## src/rtl/vga_timing_driver.sv

```systemverilog
// ---------------------------------------------------------------------------
// vga_timing_driver
//
// Generates VGA raster timing from a single pixel clock and pulls colour
// from an external image generator.
//
// A pair of free-running counters (h_cnt, v_cnt) walks the raster.  While the
// counters point at a visible pixel the block publishes 1-based coordinates
// (x, y) to the image generator, which answers with a 3-bit colour exactly
// COLOR_LATENCY clocks later.  Sync and blank are delayed by COLOR_LATENCY+1
// register stages so they line up with that colour once it is registered.
//
// Ports
//   CLOCK_25     in   pixel clock (only clock of the block)
//   RESET_N      in   asynchronous, active-low reset
//   color[2:0]   in   pixel colour from the image generator {r, g, b}
//   x[11:0]      out  1-based column of the current pixel, 0 when blanked
//   y[11:0]      out  1-based row of the current pixel, 0 when blanked
//   VGA_HS       out  horizontal sync, asserted level = SYNC_POL
//   VGA_VS       out  vertical sync, asserted level = SYNC_POL
//   VGA_R/G/B    out  registered colour, forced to 0 while blanked
//   VGA_BLANK_N  out  high while the driven pixel is visible
//   frame_start  out  one-clock pulse when the counters sit at (0,0)
//
// Interface behaviour
//   There is no valid/ready handshake: x/y are valid on every clock in which
//   they are non-zero, and color is sampled unconditionally COLOR_LATENCY
//   clocks after the coordinate it belongs to.  A colour presented for a
//   blanked coordinate is discarded.
//
// Parameters
//   COLOR_LATENCY is intended for 0..3.  Counters are 10 bits wide, so
//   H_TOTAL and V_TOTAL must not exceed 1024.
// ---------------------------------------------------------------------------
module vga_timing_driver #(
  parameter int H_ACTIVE      = 640,
  parameter int H_FP          = 16,
  parameter int H_SYNC        = 96,
  parameter int H_BP          = 48,
  parameter int V_ACTIVE      = 480,
  parameter int V_FP          = 10,
  parameter int V_SYNC        = 2,
  parameter int V_BP          = 33,
  parameter bit SYNC_POL      = 1'b0,
  parameter int COLOR_LATENCY = 0
) (
  input  logic        CLOCK_25,
  input  logic        RESET_N,
  input  logic [2:0]  color,
  output logic [11:0] x,
  output logic [11:0] y,
  output logic        VGA_HS,
  output logic        VGA_VS,
  output logic        VGA_R,
  output logic        VGA_G,
  output logic        VGA_B,
  output logic        VGA_BLANK_N,
  output logic        frame_start
);

  // -------------------------------------------------------------------------
  // Derived constants
  // -------------------------------------------------------------------------
  localparam int CW      = 10;
  localparam int H_TOTAL = H_ACTIVE + H_FP + H_SYNC + H_BP;
  localparam int V_TOTAL = V_ACTIVE + V_FP + V_SYNC + V_BP;
  localparam int STAGES  = COLOR_LATENCY + 1;

  localparam logic [CW-1:0] H_LAST     = CW'(H_TOTAL - 1);
  localparam logic [CW-1:0] V_LAST     = CW'(V_TOTAL - 1);
  localparam logic [CW-1:0] H_ACT_END  = CW'(H_ACTIVE);
  localparam logic [CW-1:0] V_ACT_END  = CW'(V_ACTIVE);
  localparam logic [CW-1:0] HS_FIRST   = CW'(H_ACTIVE + H_FP);
  localparam logic [CW-1:0] HS_LAST    = CW'(H_ACTIVE + H_FP + H_SYNC - 1);
  localparam logic [CW-1:0] VS_FIRST   = CW'(V_ACTIVE + V_FP);
  localparam logic [CW-1:0] VS_LAST    = CW'(V_ACTIVE + V_FP + V_SYNC - 1);

  // -------------------------------------------------------------------------
  // Raster counters
  //
  // `running` is low in reset and for the first clock after release.  That
  // first clock only raises `running` while the counters stay at (0,0), so
  // the origin (x=1, y=1, frame_start=1) is presented on the first rising
  // edge after RESET_N goes high, and the counters advance from there.
  // -------------------------------------------------------------------------
  logic          running;
  logic [CW-1:0] h_cnt;
  logic [CW-1:0] v_cnt;
  logic          h_wrap;
  logic          v_wrap;

  assign h_wrap = (h_cnt == H_LAST);
  assign v_wrap = (v_cnt == V_LAST);

  always_ff @(posedge CLOCK_25 or negedge RESET_N) begin
    if (!RESET_N) begin
      running <= 1'b0;
      h_cnt   <= '0;
      v_cnt   <= '0;
    end else if (!running) begin
      running <= 1'b1;
    end else begin
      if (h_wrap) begin
        h_cnt <= '0;
        // v_cnt moves only on the line wrap; at the frame corner both
        // counters return to 0 on the same clock.
        if (v_wrap) begin
          v_cnt <= '0;
        end else begin
          v_cnt <= v_cnt + CW'(1);
        end
      end else begin
        h_cnt <= h_cnt + CW'(1);
      end
    end
  end

  // -------------------------------------------------------------------------
  // Undelayed raster decode (registered counters only, so glitch-free)
  // -------------------------------------------------------------------------
  logic active_raw;
  logic hs_raw;
  logic vs_raw;

  assign active_raw = running && (h_cnt < H_ACT_END) && (v_cnt < V_ACT_END);
  assign hs_raw     = running && (h_cnt >= HS_FIRST) && (h_cnt <= HS_LAST);
  assign vs_raw     = running && (v_cnt >= VS_FIRST) && (v_cnt <= VS_LAST);

  assign x           = active_raw ? (12'(h_cnt) + 12'd1) : 12'd0;
  assign y           = active_raw ? (12'(v_cnt) + 12'd1) : 12'd0;
  assign frame_start = running && (h_cnt == '0) && (v_cnt == '0);

  // -------------------------------------------------------------------------
  // Alignment pipeline
  //
  // Each *_tap vector is {pipe, raw}; tap[i] is the value i clocks after the
  // counters, so tap[STAGES] is the output stage.  Building the shift from
  // the tap avoids a zero-width slice when STAGES is 1.
  // -------------------------------------------------------------------------
  logic [STAGES-1:0] hs_pipe;
  logic [STAGES-1:0] vs_pipe;
  logic [STAGES-1:0] act_pipe;
  logic [STAGES:0]   hs_tap;
  logic [STAGES:0]   vs_tap;
  logic [STAGES:0]   act_tap;
  logic              rgb_en;
  logic [2:0]        rgb_q;

  assign hs_tap  = {hs_pipe, hs_raw};
  assign vs_tap  = {vs_pipe, vs_raw};
  assign act_tap = {act_pipe, active_raw};

  // The colour for a coordinate arrives COLOR_LATENCY clocks after it, i.e.
  // in the same clock as the active flag that feeds the last stage.
  // Registering it against that flag keeps RGB aligned with sync and blank.
  assign rgb_en = act_tap[STAGES-1];

  always_ff @(posedge CLOCK_25 or negedge RESET_N) begin
    if (!RESET_N) begin
      hs_pipe  <= '0;
      vs_pipe  <= '0;
      act_pipe <= '0;
      rgb_q    <= 3'b000;
    end else begin
      hs_pipe  <= hs_tap[STAGES-1:0];
      vs_pipe  <= vs_tap[STAGES-1:0];
      act_pipe <= act_tap[STAGES-1:0];
      rgb_q    <= rgb_en ? color : 3'b000;
    end
  end

  // -------------------------------------------------------------------------
  // Output drive
  //
  // The pipeline stores "asserted" rather than a pin level, so clearing it
  // in reset drives the deasserted level for either sync polarity.
  // -------------------------------------------------------------------------
  assign VGA_HS      = hs_pipe[STAGES-1] ? SYNC_POL : !SYNC_POL;
  assign VGA_VS      = vs_pipe[STAGES-1] ? SYNC_POL : !SYNC_POL;
  assign VGA_BLANK_N = act_pipe[STAGES-1];

  // rgb_q is already zero for blanked pixels; the extra gate keeps the pins
  // dark even if a colour is registered for a pixel that ends up blanked.
  assign VGA_R = rgb_q[2] & VGA_BLANK_N;
  assign VGA_G = rgb_q[1] & VGA_BLANK_N;
  assign VGA_B = rgb_q[0] & VGA_BLANK_N;

endmodule
```

## config.mk

```make
export PLATFORM = sky130hd
export DESIGN_NAME = vga_timing_driver
export DESIGN_NICKNAME = d
export VERILOG_FILES = /design/src/rtl/vga_timing_driver.sv
export SDC_FILE = /design/constraint.sdc
export NUM_CORES = 1
export LEC_CHECK = 0
export ABC_AREA = 0
export CAP_MARGIN = 20
export CORE_ASPECT_RATIO = 1.25
export CORE_MARGIN = 3
export CORE_UTILIZATION = 40
export CTS_CLUSTER_SIZE = 12
export DETAILED_ROUTE_END_ITERATION = 7
export GPL_TIMING_DRIVEN = 0
export HOLD_SLACK_MARGIN = 0.05
export MAX_ROUTING_LAYER = met4
export PLACE_DENSITY = 0.66
export SYNTH_ARGS = -nofsm -noshare
export SYNTH_HDL_FRONTEND = slang
export SYNTH_SLANG_ARGS = --single-unit
```

## constraint.sdc

```tcl
create_clock -name CLOCK_25 -period 2.25 [get_ports CLOCK_25]
set_clock_uncertainty 0.1 [all_clocks]
set_input_delay 0.45 -clock CLOCK_25 [delete_from_list [all_inputs] [get_ports CLOCK_25]]
set_output_delay 0.45 -clock CLOCK_25 [all_outputs]
set_load 0.01 [all_outputs]
```

======== Word level (Yosys, flattened, before mapping) ========
Cells that the tools add are included.
Widths: inputs -> output; s select.
cells by class
  add/subtract/negate cells ............... 4
  magnitude comparators ................... 6
  equality and inequality tests ........... 2
  muxes and demuxes ....................... 7
  bitwise logic cells ..................... 3
  reduce and logical (&&, ||, !) cells .... 11
operators by type and width
  operator               count
  $add 10x1->11 const B  2
  $mux 11                2
  $add 10x1->10 const B  2
  $eq 10x10->1 const B   2
  $logic_not 10->1       2
  $mux 10                2
  $ge 10x10->1 const B   1
  $ge 10x9->1 const B    1
  $le 10x10->1 const B   1
  $le 10x9->1 const B    1
  $lt 10x10->1 const B   1
  $lt 10x9->1 const B    1
  $logic_and 1x1->1      8
  $and 1x1->1            3
  $mux 3                 1
  $mux 1                 2
  $reduce_and 2->1       1
storage, ports and cells
  bits in registers ....................... 27
  bits of input ports ..................... 5
  output and inout bits ................... 31
  word-level logic and storage cells ...... 40

======== Longest topological paths before layout ========
Gate-level depths: netlist (run 1).
  depth in word-level cells ............... 4
  depth in mapped cells ................... 7
  depth with buffers taken out ............ 6

======== Worst setup path before layout (run 1) ========
Ideal clock, no wire load.
  kind .................................... reg2out
  start point ............................. register h_cnt[0]
  end point ............................... output x[8]
  data arrival time ....................... 1.405 ns
  data required time ...................... 1.700 ns
  setup slack ............................. 0.295 ns
  stages on the path, launching flop included .. 7
  buffers on the path ..................... 1
  cells stage by stage .................... dfrtp_1 ha_1 and4_1 buf_4 nand4_1 xor2_1 nor2_1
on the way
  longest elaborated chain between the ends .. 4
RTL lines
  element                         line  source
  from (decl)                     87    logic [CW-1:0] h_cnt;
  from (signal assigned)          113   h_cnt <= h_cnt + CW'(1);
  $lt 10x10->1                    125   assign active_raw = running && (h_cnt < H_ACT_END) && (v_cnt < V_ACT_END);
  $logic_and 1x1->1 (2 in a row)  125
  $mux 11 (*)                     129   assign x = active_raw ? (12'(h_cnt) + 12'd1) : 12'd0;
  to (decl)                       50    output logic [11:0] x,
Mark *: on every way between the ends. The rest lies on a longest branch, timed or not.

======== Worst setup path in the final report (run 1) ========
  start point ............................. register h_cnt[1]
  end point ............................... output frame_start
on the way
  longest elaborated chain between the ends .. 3
RTL lines
  element                         line  source
  $logic_not 10->1                131   assign frame_start = running && (h_cnt == '0) && (v_cnt == '0);
  $logic_and 1x1->1 (2 in a row)  131
  to (decl)                       58    output logic frame_start
Every way passes these cells.

==> impl_metrics.tcl, run 1 <==
set metrics [dict create \
    outcome "finished, violations left" \
    violations "negative setup slack" \
    rsz0062_at_grt "true" \
    cts_hold_repair.buffers 0 \
    firstDrtPassIters 4 \
    grt_pass1_vias 1531 \
    tritoncts "built" \
    seq_area_frac_synth_pct 38.6 \
    drt_wl_total_um 4420 \
    layout.nets 272 \
    drive_above_1_share_pct 33.2 \
    netlist_area_mm2 0.00175 \
    power-per-cell-area_mw_per_mm2 560 \
    grt_overflow 0 \
    cp.required_ns 1.70 \
    num_vias 1582 \
    place_hpwl_um 2740 \
    drv_cap 0 \
    cp-end-kind "output pin" \
    area_growth_pct 41.3 \
    clock_latency_ns 0.27 \
    clock_sink_count 27 \
    fill_cells 398 \
    crit_arrival_ns 1.90 \
    grt_pass1_wl_um 7000 \
    final_cells 318 \
    relSlewSlack_pct 52.3 \
    cp_max_fo 2 \
    tightest_slew_ns 0.714 \
    drt-initial-drc-count 73 \
    route.detailed.drc 0 \
    initial_core_util_pct 42.0 \
    slew_viol_final 0 \
    yosysTopAreaCell "dfrtp_1" \
    crit_type "flop to output pin" \
    hold_slack_ns 0.469 \
    grt_usage_pct 17.5 \
    cts.clk_slew.worst_paths_ns 0.09 \
    period_minus_slack_ns 2.45 \
    period_share_pct 109 \
    ys_ff_latch 27 \
    setup_violations 2 \
    core_mm2 0.00416 \
    num_antenna_cells 0 \
    viasPerCell 4.97 \
    yosysTopAreaCellShare_pct 38.6 \
    clock_path_buffers 2 \
    async_flop_share_pct 100 \
    pin_count 36 \
    gp_congestion 0.787 \
    worst_slack_ns -0.195 \
    synth_cell_type_count 44 \
    grt_max_degree 16 \
    cts-root-buf "clkbuf_8" \
    synth_warnings 0 \
    cp-start-kind "flop" \
    synth_edf_count 0 \
    min_path_type "flop to flop" \
    syn_area_per_cell_um2 8.89 \
    synthTopCellsByArea "dfrtp_1, xor2_1, buf_4" \
    drt-wirelength-per-cell_um 13.9 \
    numCtsBuffers 3 \
    ys.flop_type "dfrtp_1" \
    die_y_um 80.0 \
    leakage_nw 1.15 \
    grt_antenna_before_repair 0 \
    ant_nets 0 \
    fmax_mhz 409 \
    die_w_um 65.2 \
    detailedPlace.worstSlack_ns -0.440 \
    yosysMostFrequentCell "dfrtp_1" \
    io_buffers 30 \
    die-area_mm2 0.00521 \
    placed_cells 288 \
    total_power_w 0.00138 \
    ir_drop_v 0.000369 \
    yosys-top-cells-count "dfrtp_1, nor2_1, nand2_1" \
    fp-row-count 26 \
    synthCells 197 \
    htreeDepth 1 \
    hold_viol 0 \
]
cells in the final DEF (no fill, tap or decap), types with 8 or more instances in the layout:
cell type         n
nor2_1           20
clkbuf_2          8
o21ai_1           8
inv_1            11
nand2_1          13
xor2_1           10
nand3_1           9
clkdlybuf4s50_1  10
xnor2_1           8
buf_4            36
dfrtp_1          23
worst max-delay path, stage by stage (launching register included):
cell	delay, ns
dfrtp_1	0.40
buf_6	0.13
inv_4	0.05
ha_4	0.11
or4b_4	0.45
nor3_2	0.15
and4_1	0.19
buf_2	0.14
cells by family after synthesis:
family | share of synthesized area, %
and+or+nand+nor | 27.3
buffers and inverters | 9.65
DFF | 38.6
AOI/OAI and AO/OA | 10.5
xor gates and xnor gates | 9.51
adders and majority gates | 2.86
other | 0.429
muxes | 1.14
flip-flops by register name, summed over array words and instances (netlist names):
name,cells
v_cnt,10
hs_pipe,1
running,1
VGA_BLANK_N,1
rgb_q,3
h_cnt,10
vs_pipe,1
final cells by class:
cell class                      count  area, µm²  share of cell area, %
Sequential cell                    27        681                   27.5
Timing Repair Buffer               59        480                   19.4
Multi-Input combinational cell    142       1020                   41.3
Clock buffer                        4       45.0                   1.82
Buffer                             17        125                   5.06
Inverter                           13       51.3                   2.07
Tap cell                           56       70.1                   2.83
path summary, 6_finish.rpt:
kind	start	endpoint	cells past startpoint	slack (ns)
max	h_cnt[1]	frame_start	7	-0.20
min	v_cnt[8]	v_cnt[8]	1	0.47
max reg2reg	h_cnt[1]	v_cnt[4]	9	0.25
min reg2reg	v_cnt[8]	v_cnt[8]	1	0.47
max in group asynchronous	RESET_N	running	2	1.03
min in group asynchronous	RESET_N	h_cnt[0]	1	0.49
power breakdown:
part	internal (W)	total, W	switching [W]
logic	0.000266	0.000553	0.000287
clock network	0.000127	0.000276	0.000149
registers	0.000534	0.000555	0.0000213
per-layer routing:
metal / global-route usage (%) / wire, µm / vias up
li1: - / - / 787
met2: 29.0 / 2270 / 37
met3: 1.41 / 173 / 5
met5: - / 0 / -
met1: 22.2 / 1910 / 753
met4: 6.43 / 60 / 0
stage by stage:
step | util, % | TNS [ns] | cell area [µm²]
after detailed placement | 52.0 | -6.69 | 2160
final | 59.4 | -0.250 | 2470
after global placement | 51.3 | -6.34 | 2140
after floorplan | - | 0 | 1770
after global routing | 59.4 | -0.937 | 2470
after CTS | 55.8 | -0.298 | 2320
what timing repair did:
action                                  CTS  global route
buffers inserted                         14            14
endpoints found under the setup margin   20            20
pin swaps                                 6             8
resized for setup                        46            38
No activity file was read; power rests on OpenSTA's default activity.
==> run 2: changes to the inputs <==
--- a/config.mk
+++ b/config.mk
@@ -16,6 +16,7 @@
 export HOLD_SLACK_MARGIN = 0.05
 export MAX_ROUTING_LAYER = met4
 export PLACE_DENSITY = 0.66
+export SKIP_CTS_REPAIR_TIMING = 1
 export SYNTH_ARGS = -nofsm -noshare
 export SYNTH_HDL_FRONTEND = slang
 export SYNTH_SLANG_ARGS = --single-unit
==> run 2 against run 1 <==
Effect of this change: the run still ends with negative setup slack left; worst setup slack got worse by 0.090 ns; sequential cell count unchanged; via count decreased by 2.5%; register-to-register slack improved by 0.10 ns; critical path type unchanged; critical endpoint unchanged; largest power group unchanged.
==> impl_metrics.tcl, run 2 (synthesis gave the netlist of run 1 again) <==
set metrics [dict create \
    r2r-start "h_cnt[0]" \
    die_w_um 65.2 \
    pin_count 36 \
    firstDrtPassIters 4 \
    grt_overflow 0 \
    die_y_um 80.0 \
    crit_arrival_ns 1.99 \
    reg2reg_setup_slack_ns 0.35 \
    fp-row-count 26 \
    cts-root-buf "clkbuf_8" \
    hold_end "v_cnt[8]" \
    period_minus_slack_ns 2.54 \
    drive_above_1_share_pct 28.2 \
    grt_antenna_before_repair 0 \
    num_vias 1542 \
    leakage_nw 1.24 \
    die-area_mm2 0.00521 \
    clock_sink_count 27 \
    area_growth_pct 38.0 \
    cp.required_ns 1.70 \
    total_power_w 0.00137 \
    fmax_mhz 394 \
    ir_drop_v 0.000352 \
    cp_max_fo 4 \
    grt_usage_pct 16.2 \
    fin_area_mm2 0.00242 \
    worst_slack_ns -0.286 \
    outcome "finished, violations left" \
    drt_wl_total_um 4070 \
    route.detailed.drc 0 \
    slew_viol_final 0 \
    ff2ff_path_depth 8 \
    rsz0062_at_grt "true" \
    grt_max_degree 16 \
    detailedPlace.worstSlack_ns -0.440 \
    layout.nets 258 \
    r2r-end "v_cnt[4]" \
    grt_pass1_wl_um 6530 \
    io_buffers 30 \
    reg_top3 "h_cnt x10, v_cnt x10, rgb_q x3" \
    whs_path_depth 1 \
    drt-initial-drc-count 83 \
    initial_core_util_pct 42.0 \
    drv_cap 0 \
    tritoncts "built" \
    viasPerCell 5.07 \
    final_common_cell "buf_4" \
    gp_congestion 0.787 \
    drt-wirelength-per-cell_um 13.4 \
    clock_latency_ns 0.28 \
    power-per-cell-area_mw_per_mm2 567 \
    htreeDepth 1 \
    setup_violations 2 \
    crit_type "flop to output pin" \
    grt_pass1_vias 1430 \
    ant_nets 0 \
    numCtsBuffers 3 \
    core_mm2 0.00416 \
    clock_path_buffers 2 \
    cp-end-kind "output pin" \
    min_path_type "flop to flop" \
    violations "negative setup slack" \
    tightest_slew_ns 0.718 \
    relSlewSlack_pct 52.0 \
    cts.clk_slew.worst_paths_ns 0.10 \
    final_core_util_pct 58.0 \
    place_hpwl_um 2740 \
    hold_viol 0 \
    num_antenna_cells 0 \
    hold_start "v_cnt[8]" \
    cp-start-kind "flop" \
    dpl_cell_area_mm2 0.00216 \
    most-common-layout-cells "buf_4, dfrtp_1, nor2_1" \
    period_share_pct 113 \
]
## run 2: cell count changes in the layout (fill, tap and decap cells not counted), sizes merged
| cell | change |
|---|---|
| dlymetal6s2s | +13 |
| dlygate4sd2 | -5 |
| buf | -14 |
| clkdlybuf4s15 | -4 |
| clkbuf | -4 |
## run 2: area by class of cell
type / instances / area [µm²]
well taps: 56 / 70.1
multi-input cells: 142 / 1010
repair buffers: 46 / 445
flip-flops and latches: 27 / 683
fillers: 409 / 1750
plain buffers: 16 / 109
clock buffers: 4 / 45.0
inverters: 13 / 51.3
## run 2: worst max path at each step
stage / startpoint / endpoint / slack [ns] / cells past startpoint
2_1_floorplan: h_cnt[0] / x[8] / 0.29 / 6
3_3_place_gp: h_cnt[7] / x[1] / -0.42 / 6
3_5_place_dp: h_cnt[7] / y[6] / -0.44 / 6
4_1_cts: h_cnt[7] / y[5] / -0.76 / 6
5_1_grt: h_cnt[1] / frame_start / -0.36 / 7
6_report: h_cnt[1] / frame_start / -0.29 / 7
## run 2: layer usage
layer | vias up | routed length, µm | track usage, %
li1 | 763 | - | -
met1 | 740 | 1850 | 21.6
met2 | 33 | 2040 | 25.8
met3 | 6 | 132 | 1.41
met4 | 0 | 51 | 5.60
met5 | - | 0 | -
## run 2: critical path, stage by stage (launching register included)
cell     delay [ns]
dfrtp_2        0.46
buf_6          0.14
inv_4          0.05
ha_4           0.11
or4b_4         0.46
nor3_2         0.15
and4_1         0.20
buf_2          0.14
## run 2: report_power, final
part	total (W)	leakage [nW]	internal [W]	switching [W]
clock	0.000281	0.0228	0.000127	0.000154
combinational	0.000526	0.863	0.000258	0.000268
sequential	0.000562	0.350	0.000535	0.0000274
## run 2: metrics by stage
| stage | hold slack (ns) | setup TNS [ns] | cells |
|---|---|---|---|
| 2_1_floorplan | 0.0544 | 0 | 201 |
| 6_report | 0.453 | -0.303 | 304 |
| 3_3_place_gp | 0.431 | -6.34 | 287 |
| 3_5_place_dp | 0.436 | -6.69 | 288 |
| 5_1_grt | 0.472 | -0.649 | 304 |
| 4_1_cts | 0.453 | -13.20 | 292 |
